## src/rtl/cordic_deser.sv

```systemverilog
// cordic_deser: bit-serial to parallel output stage for the bit-serial CORDIC core.
// Collects three LSB-first result streams during each WIDTH-cycle valid window and
// queues the reassembled X/Y/Z words in a 2-entry ready/valid FIFO.
// Optional build macro: CORDIC_DESER_DROP_FIRST_EN discards the first complete
// word after reset, which holds the core's post-clear garbage.
module cordic_deser #(
    parameter int WIDTH = 16
) (
    input  logic             clk,
    input  logic             arst_n,
    input  logic             in_valid,
    input  logic             xs,
    input  logic             ys,
    input  logic             zs,
    output logic [WIDTH-1:0] out_x,
    output logic [WIDTH-1:0] out_y,
    output logic [WIDTH-1:0] out_z,
    output logic             out_valid,
    input  logic             out_ready,
    output logic             overflow,
    output logic             frame_err
);
    localparam int CW = $clog2(WIDTH);

    typedef struct packed {
        logic [WIDTH-1:0] x;
        logic [WIDTH-1:0] y;
        logic [WIDTH-1:0] z;
    } word_t;

    logic [CW-1:0]    cnt;
    logic [WIDTH-1:0] xsr, ysr, zsr;
    word_t            head, tail, word_in;
    logic [1:0]       count;
    logic             complete, push, pop;

    // Completed word includes the bit being sampled this cycle.
    assign word_in  = {{xs, xsr[WIDTH-1:1]}, {ys, ysr[WIDTH-1:1]}, {zs, zsr[WIDTH-1:1]}};
    assign complete = in_valid && (cnt == CW'(WIDTH-1));
    assign pop      = out_valid && out_ready;

`ifdef CORDIC_DESER_DROP_FIRST_EN
    logic first_word;

    // First-word flag: cleared only by a full completion, not by an aborted frame.
    always_ff @(posedge clk or negedge arst_n) begin
        if (!arst_n)       first_word <= 1'b1;
        else if (complete) first_word <= 1'b0;
    end

    assign push = complete && !first_word;
`else
    assign push = complete;
`endif

    // Serial capture: shift in at the MSB, count bits, flag windows that end early.
    always_ff @(posedge clk or negedge arst_n) begin
        if (!arst_n) begin
            cnt       <= '0;
            xsr       <= '0;
            ysr       <= '0;
            zsr       <= '0;
            frame_err <= 1'b0;
        end else begin
            frame_err <= !in_valid && (cnt != '0);
            if (in_valid) begin
                xsr <= {xs, xsr[WIDTH-1:1]};
                ysr <= {ys, ysr[WIDTH-1:1]};
                zsr <= {zs, zsr[WIDTH-1:1]};
                cnt <= complete ? '0 : cnt + 1'b1;
            end else begin
                cnt <= '0;
            end
        end
    end

    // 2-entry FIFO: head is a register that drives the outputs directly, tail
    // backs it up. A pop shifts tail into head so the next word shows with no bubble.
    always_ff @(posedge clk or negedge arst_n) begin
        if (!arst_n) begin
            head     <= '0;
            tail     <= '0;
            count    <= 2'd0;
            overflow <= 1'b0;
        end else begin
            case (count)
                2'd0: begin
                    if (push) begin
                        head  <= word_in;
                        count <= 2'd1;
                    end
                end
                2'd1: begin
                    if (push && pop) begin
                        head <= word_in;
                    end else if (push) begin
                        tail  <= word_in;
                        count <= 2'd2;
                    end else if (pop) begin
                        count <= 2'd0;
                    end
                end
                2'd2: begin
                    if (pop) begin
                        head <= tail;
                        if (push) tail  <= word_in;
                        else      count <= 2'd1;
                    end else if (push) begin
                        overflow <= 1'b1;
                    end
                end
                default: count <= 2'd0;
            endcase
        end
    end

    assign out_valid = (count != 2'd0);
    assign out_x     = head.x;
    assign out_y     = head.y;
    assign out_z     = head.z;

endmodule

```

## config.mk

```make
export PLATFORM = sky130hd
export DESIGN_NAME = cordic_deser
export DESIGN_NICKNAME = d
export VERILOG_FILES = /design/src/rtl/cordic_deser.sv
export SDC_FILE = /design/constraint.sdc
export NUM_CORES = 1
export LEC_CHECK = 0
export CELL_PAD_IN_SITES_DETAIL_PLACEMENT = 1
export CELL_PAD_IN_SITES_GLOBAL_PLACEMENT = 1
export CORE_ASPECT_RATIO = 0.75
export CORE_MARGIN = 3
export CORE_UTILIZATION = 24
export CTS_CLUSTER_DIAMETER = 100
export DETAILED_ROUTE_END_ITERATION = 16
export GPL_TIMING_DRIVEN = 0
export PLACE_DENSITY_LB_ADDON = 0.2
export SLEW_MARGIN = 10
export SYNTH_ARGS = -nofsm -noshare
export SYNTH_HDL_FRONTEND = slang
export SYNTH_SLANG_ARGS = --single-unit
```

## constraint.sdc

```tcl
create_clock -name clk -period 2.2 [get_ports clk]
set_input_delay 0.55 -clock clk [delete_from_list [all_inputs] [get_ports clk]]
set_output_delay 0.55 -clock clk [all_outputs]
set_load 0.02 [all_outputs]
```

## Word level (Yosys, flattened, before mapping)

Cells that the tools add are included.

| cells by class | value |
|---|---|
| add/sub/neg operators | 1 |
| eq/ne operators | 9 |
| multiplexer cells | 17 |
| bitwise operators | 1 |
| reductions and logical operators | 14 |

Operator list:

| cell | count |
|---|---|
| 48-bit two-way mux | 6 |
| 48-bit one-hot mux with 3 select lines | 1 |
| 48-bit one-hot mux with 2 select lines | 1 |
| 2-bit two-way mux | 6 |
| 2-bit != test (second input constant) | 5 |
| 4-bit two-way mux | 2 |
| 2-bit one-hot mux with 3 select lines | 1 |
| 3-bit AND reduction | 2 |
| 5-bit AND reduction | 1 |
| 4-bit by 1-bit adder with 4-bit output (second input constant) | 1 |
| 4-bit == test (second input constant) | 1 |
| 1-bit logical AND | 4 |
| 4-bit AND reduction | 1 |
| 2-bit nonzero test | 2 |
| 4-bit nonzero test | 1 |
| 3-bit != test (second input constant) | 1 |
| 3-bit nonzero test | 1 |
| 2-bit by 1-bit == test with 1-bit output (second input constant) | 1 |
| 2-bit == test (second input constant) | 1 |
| 2-bit zero test | 1 |
| 1-bit zero test | 1 |
| 1-bit NOT | 1 |

| word-level totals | value |
|---|---|
| register bits after elaboration | 152 |
| input port bits | 7 |
| output and inout port bits | 51 |
| word-level logic and storage cells | 55 |

## Longest topological paths before layout

| logic depth | value |
|---|---|
| depth after elaboration | 6 |
| depth in mapped cells | 8 |
| gate-level depth less buffers | 5 |

## Worst setup path before layout

No wires, ideal clock.

| timing path | value |
|---|---|
| path kind | input to register |
| start | input in_valid |
| end | register tail[47] (netlist bit) |
| setup time | 137 ps |
| arrival time | 1623 ps |
| data required time | 2063 ps |
| slack | 440 ps |
| cell stages on the path | 7 |
| buffers on the path | 3 |
| cells stage by stage | buf_2 -> nand4_1 -> buf_2 -> buf_2 -> o32a_1 -> o22ai_1 -> a21oi_1 |

| on the way | value |
|---|---|
| longest elaborated chain between the ends | 4 |
| elaborated cells between the ends (all ways) | 8 |
| classes of those cells | eq/ne: 1; mux: 4; reduce/logical: 3 |

Ends and longest elaborated chain:

| what | line | RTL |
|---|---|---|
| start: declaration | 11 | `input logic in_valid,` |
| 1-bit logical AND * | 39 | `assign complete = in_valid && (cnt == CW'(WIDTH-1));` |
| 48-bit two-way mux / 1-bit logical AND (equally long branches) | -- |  |
| 48-bit two-way mux (tied with other cells) | -- |  |
| 48-bit one-hot mux with 2 select lines / 3-bit AND reduction (equally long branches) | -- |  |
| end signal: assignment | 97 | `tail <= word_in;` |
| end signal: assignment | 106 | `if (push) tail <= word_in;` |
| end: declaration | 33 | `word_t head, tail, word_in;` |

Every way passes the cells marked *; elsewhere a longest branch is shown, timed or not. The select of a mux whose other input is x is not followed.
A chain may end at the register's enable or synchronous reset.

## Worst setup path after layout

| timing path | value |
|---|---|
| start | register count[1] |
| end | output out_valid |

| on the way | value |
|---|---|
| longest elaborated chain between the ends | 1 |

Ends and longest elaborated chain:

| what | line | RTL |
|---|---|---|
| start: declaration | 34 | `logic [1:0] count;` |
| start signal: assignment | 83 | `count <= 2'd0;` |
| start signal: assignment | 90 | `count <= 2'd1;` |
| start signal: assignment | 98 | `count <= 2'd2;` |
| 2-bit nonzero test | 117 | `assign out_valid = (count != 2'd0);` |
| end: declaration | 18 | `output logic out_valid,` |

Every way passes these cells.

==> impl_metrics.json <==
{
  "status": "finished, final reports clean",
  "dieWidth_um": 209,
  "post_synth_inst_count": 750,
  "hold_viol": 0,
  "insertedDiodeCount": 0,
  "io_pins": 58,
  "final_nets": 836,
  "drt_iter0_drc": 275,
  "cts_max_level": 4,
  "worstMarginPinSlew_ns": 0.777,
  "drive_above_1_share_pct": 15.0,
  "synth_warnings": 0,
  "start_util_pct": 24.9,
  "rows": 54,
  "vias": 6108,
  "drt-vias-per-instance": 4.96,
  "synthArstFlopShare_pct": 100,
  "reg2reg_slack_ns": 0.16,
  "dpl-instance-area_sq_um": 8470,
  "grt_usage_pct": 15.5,
  "die_h_um": 158,
  "max_slew_margin_pct": 48.2,
  "seq_area_frac_synth_pct": 50.5,
  "design_area_sq_um": 9140,
  "dp_hpwl_um": 16700,
  "finalSetupViolations": 0,
  "multiInputGateArea_sq_um": 3300,
  "irDropWorstVdd_mv": 0.546,
  "synth_seq_cells": 149,
  "worstSetupPathType": "flip-flop to output pin",
  "cp_max_fo": 10,
  "holdBufCountCts": 0,
  "synth_area_leaders": "dfrtp_1, nand2_1, mux2_2",
  "routabilityCongestion": 0.754,
  "synth-edff-count": 0,
  "crit_path_start_kind": "flip-flop",
  "routed_wirelength_um": 24700,
  "cts.reportedPaths.clkPinSlew_ns": 0.07,
  "core_area_sq_um": 29700,
  "clk_latency_ns": 0.44,
  "io_buffer_count": 56,
  "holdCritPathClass": "input pin to async pin",
  "drt_first_pass_iters": 4,
  "rsz0062_at_grt": "false",
  "dp_slack_ns": -0.623,
  "cp.arrival_ns": 1.57,
  "grt_pass1_vias": 6296,
  "overflow": 0,
  "cap_violations": 0,
  "syn_area_sq_um": 7380,
  "yosysTopAreaCell": "dfrtp_1",
  "slew_viol_final": 0,
  "min_period_ns": 2.12,
  "grt_first_pass_wirelength_um": 39300,
  "setup_slack_ns": 0.0759,
  "avgSynthCellArea_sq_um": 9.84,
  "syn_to_final_growth_pct": 23.8,
  "setup_tns_ns": 0,
  "syn-num-nets": 759,
  "leakagePower_nw": 3.33,
  "cts_max_path_buffers": 2,
  "grt_antenna_before_repair": 0,
  "fmax_mhz": 471,
  "skew_ns": 0.0110,
  "detail-route-antenna-nets": 0,
  "ys.flop_type": "dfrtp_1",
  "cts.sinks": 149,
  "dieArea_sq_um": 32900,
  "synth_top_area_share_pct": 50.5,
  "grt_max_degree": 76,
  "routedWlPerCell_um": 20.0,
  "synthDistinctLibCells": 38,
  "end_kind": "output pin",
  "finalCritPeriodShare_pct": 96.5,
  "root_buffer": "clkbuf_16",
  "cellPowerDensity_nw_per_um2": 849,
  "hold_slack_ns": 0.0722,
  "fillers": 3368,
  "cts_tree": "yes",
  "drc": 0,
  "seqCellArea_sq_um": 3730,
  "cts_buffers": 17,
  "required_ns": 1.65
}
## state kept, by name, indices dropped and copies added, names as in the netlist, 2 cells and up
name and count:
out_y 16, cnt 4, zsr 15, count 2, out_x 16, out_z 16, ysr 15, tail 48
xsr 15
## synth_stat cells, types with 19 or more instances
cell type and number:
a21oi_1 47, mux2i_1 48, o22ai_1 19, o211ai_1 36
nand2_1 192, dfrtp_1 149, o32ai_1 36, o21ai_1 48
buf_2 23, clkbuf_1 32, mux2_2 45
## area by class of cell
type	instances	area share [%]
timing repair buffer	60	6.71
inverter	5	0.205
sequential	149	40.8
multi-input combinational	526	36.1
clock buffer	19	4.74
tap	392	5.37
clock inverter	13	2.15
buffer	68	3.90
## layer usage
layer | routed length, um | GRT usage [%] | share of wire, % | vias to the layer above
met5 | 0 | 0 | 0 | -
met2 | 10600 | 23.1 | 43 | 92
met3 | 1060 | 3.72 | 4.3 | 13
li1 | - | - | - | 2862
met4 | 219 | 3.57 | 0.89 | 0
met1 | 12900 | 22.7 | 52 | 3141
## cell usage in the layout, fill, tap and decap left out, types with 2 or more instances in the layout
master | netlist | layout
inv_1 | 4 | 4
clkinv_4 | 0 | 3
buf_1 | 6 | 3
mux2_2 | 45 | 45
a211oi_1 | 5 | 5
buf_6 | 6 | 7
buf_2 | 23 | 22
clkbuf_16 | 0 | 17
clkinvlp_4 | 0 | 2
o21ai_1 | 48 | 48
nor2_1 | 12 | 12
a21oi_1 | 47 | 47
bufinv_16 | 0 | 4
o32a_1 | 12 | 12
nor2b_1 | 2 | 2
nand2b_1 | 3 | 3
clkdlybuf4s50_1 | 0 | 54
nand2_1 | 192 | 192
and2_1 | 3 | 3
clkbuf_1 | 32 | 27
dfrtp_1 | 149 | 149
o22ai_1 | 19 | 19
o211ai_1 | 36 | 36
o32ai_1 | 36 | 36
clkbuf_2 | 0 | 8
mux2i_1 | 48 | 48
a21o_1 | 2 | 2
buf_4 | 3 | 7
inv_6 | 0 | 4
## through the flow
stage / utilization (%) / cells / power (mW)
CTS: 30.8 / 1232 / 7.87
global placement: 28.4 / 1198 / 4.57
finish: 30.8 / 1232 / 7.76
detailed placement: 28.5 / 1199 / 4.60
global route: 30.8 / 1232 / 8.18
floorplan: - / 750 / 4.09
## critical path, stage by stage, from the launching register on
cell     delay, ns
dfrtp_1       0.37
buf_2         0.17
buf_6         0.16
or2_4         0.27
buf_4         0.16
## cells by family after synthesis
| group | count (synthesis) | share of synthesized area, % |
|---|---|---|
| flops | 149 | 50.5 |
| fa+ha+maj | 2 | 0.339 |
| buf+inv | 75 | 4.97 |
| xor+xnor | 1 | 0.119 |
| mux | 93 | 13.4 |
| compound gates | 211 | 19.1 |
| simple gates | 219 | 11.6 |
## final timing paths
path,startpoint,to,cells past startpoint
min in group clk,out_x[5],out_x[5],2
hold reg to reg,out_x[5],out_x[5],2
max in group asynchronous,arst_n,tail[46],2
setup / recovery,count[1],out_valid,4
hold / removal,arst_n,tail[11],1
setup reg to reg,count[0],tail[19],7
## report_power, final
part	total, mW	switching (mW)	internal (mW)
clock network	3.23	1.31	1.92
logic	0.963	0.472	0.491
registers	3.57	0.475	3.10
total	7.76	2.25	5.51
## timing repair
action	CTS	global route
pin swaps	1	0
gates cloned	0	0
setup buffers	3	0
resized for setup	11	11
setup endpoints to repair	51	17
Power figures use the tool's default switching activity.
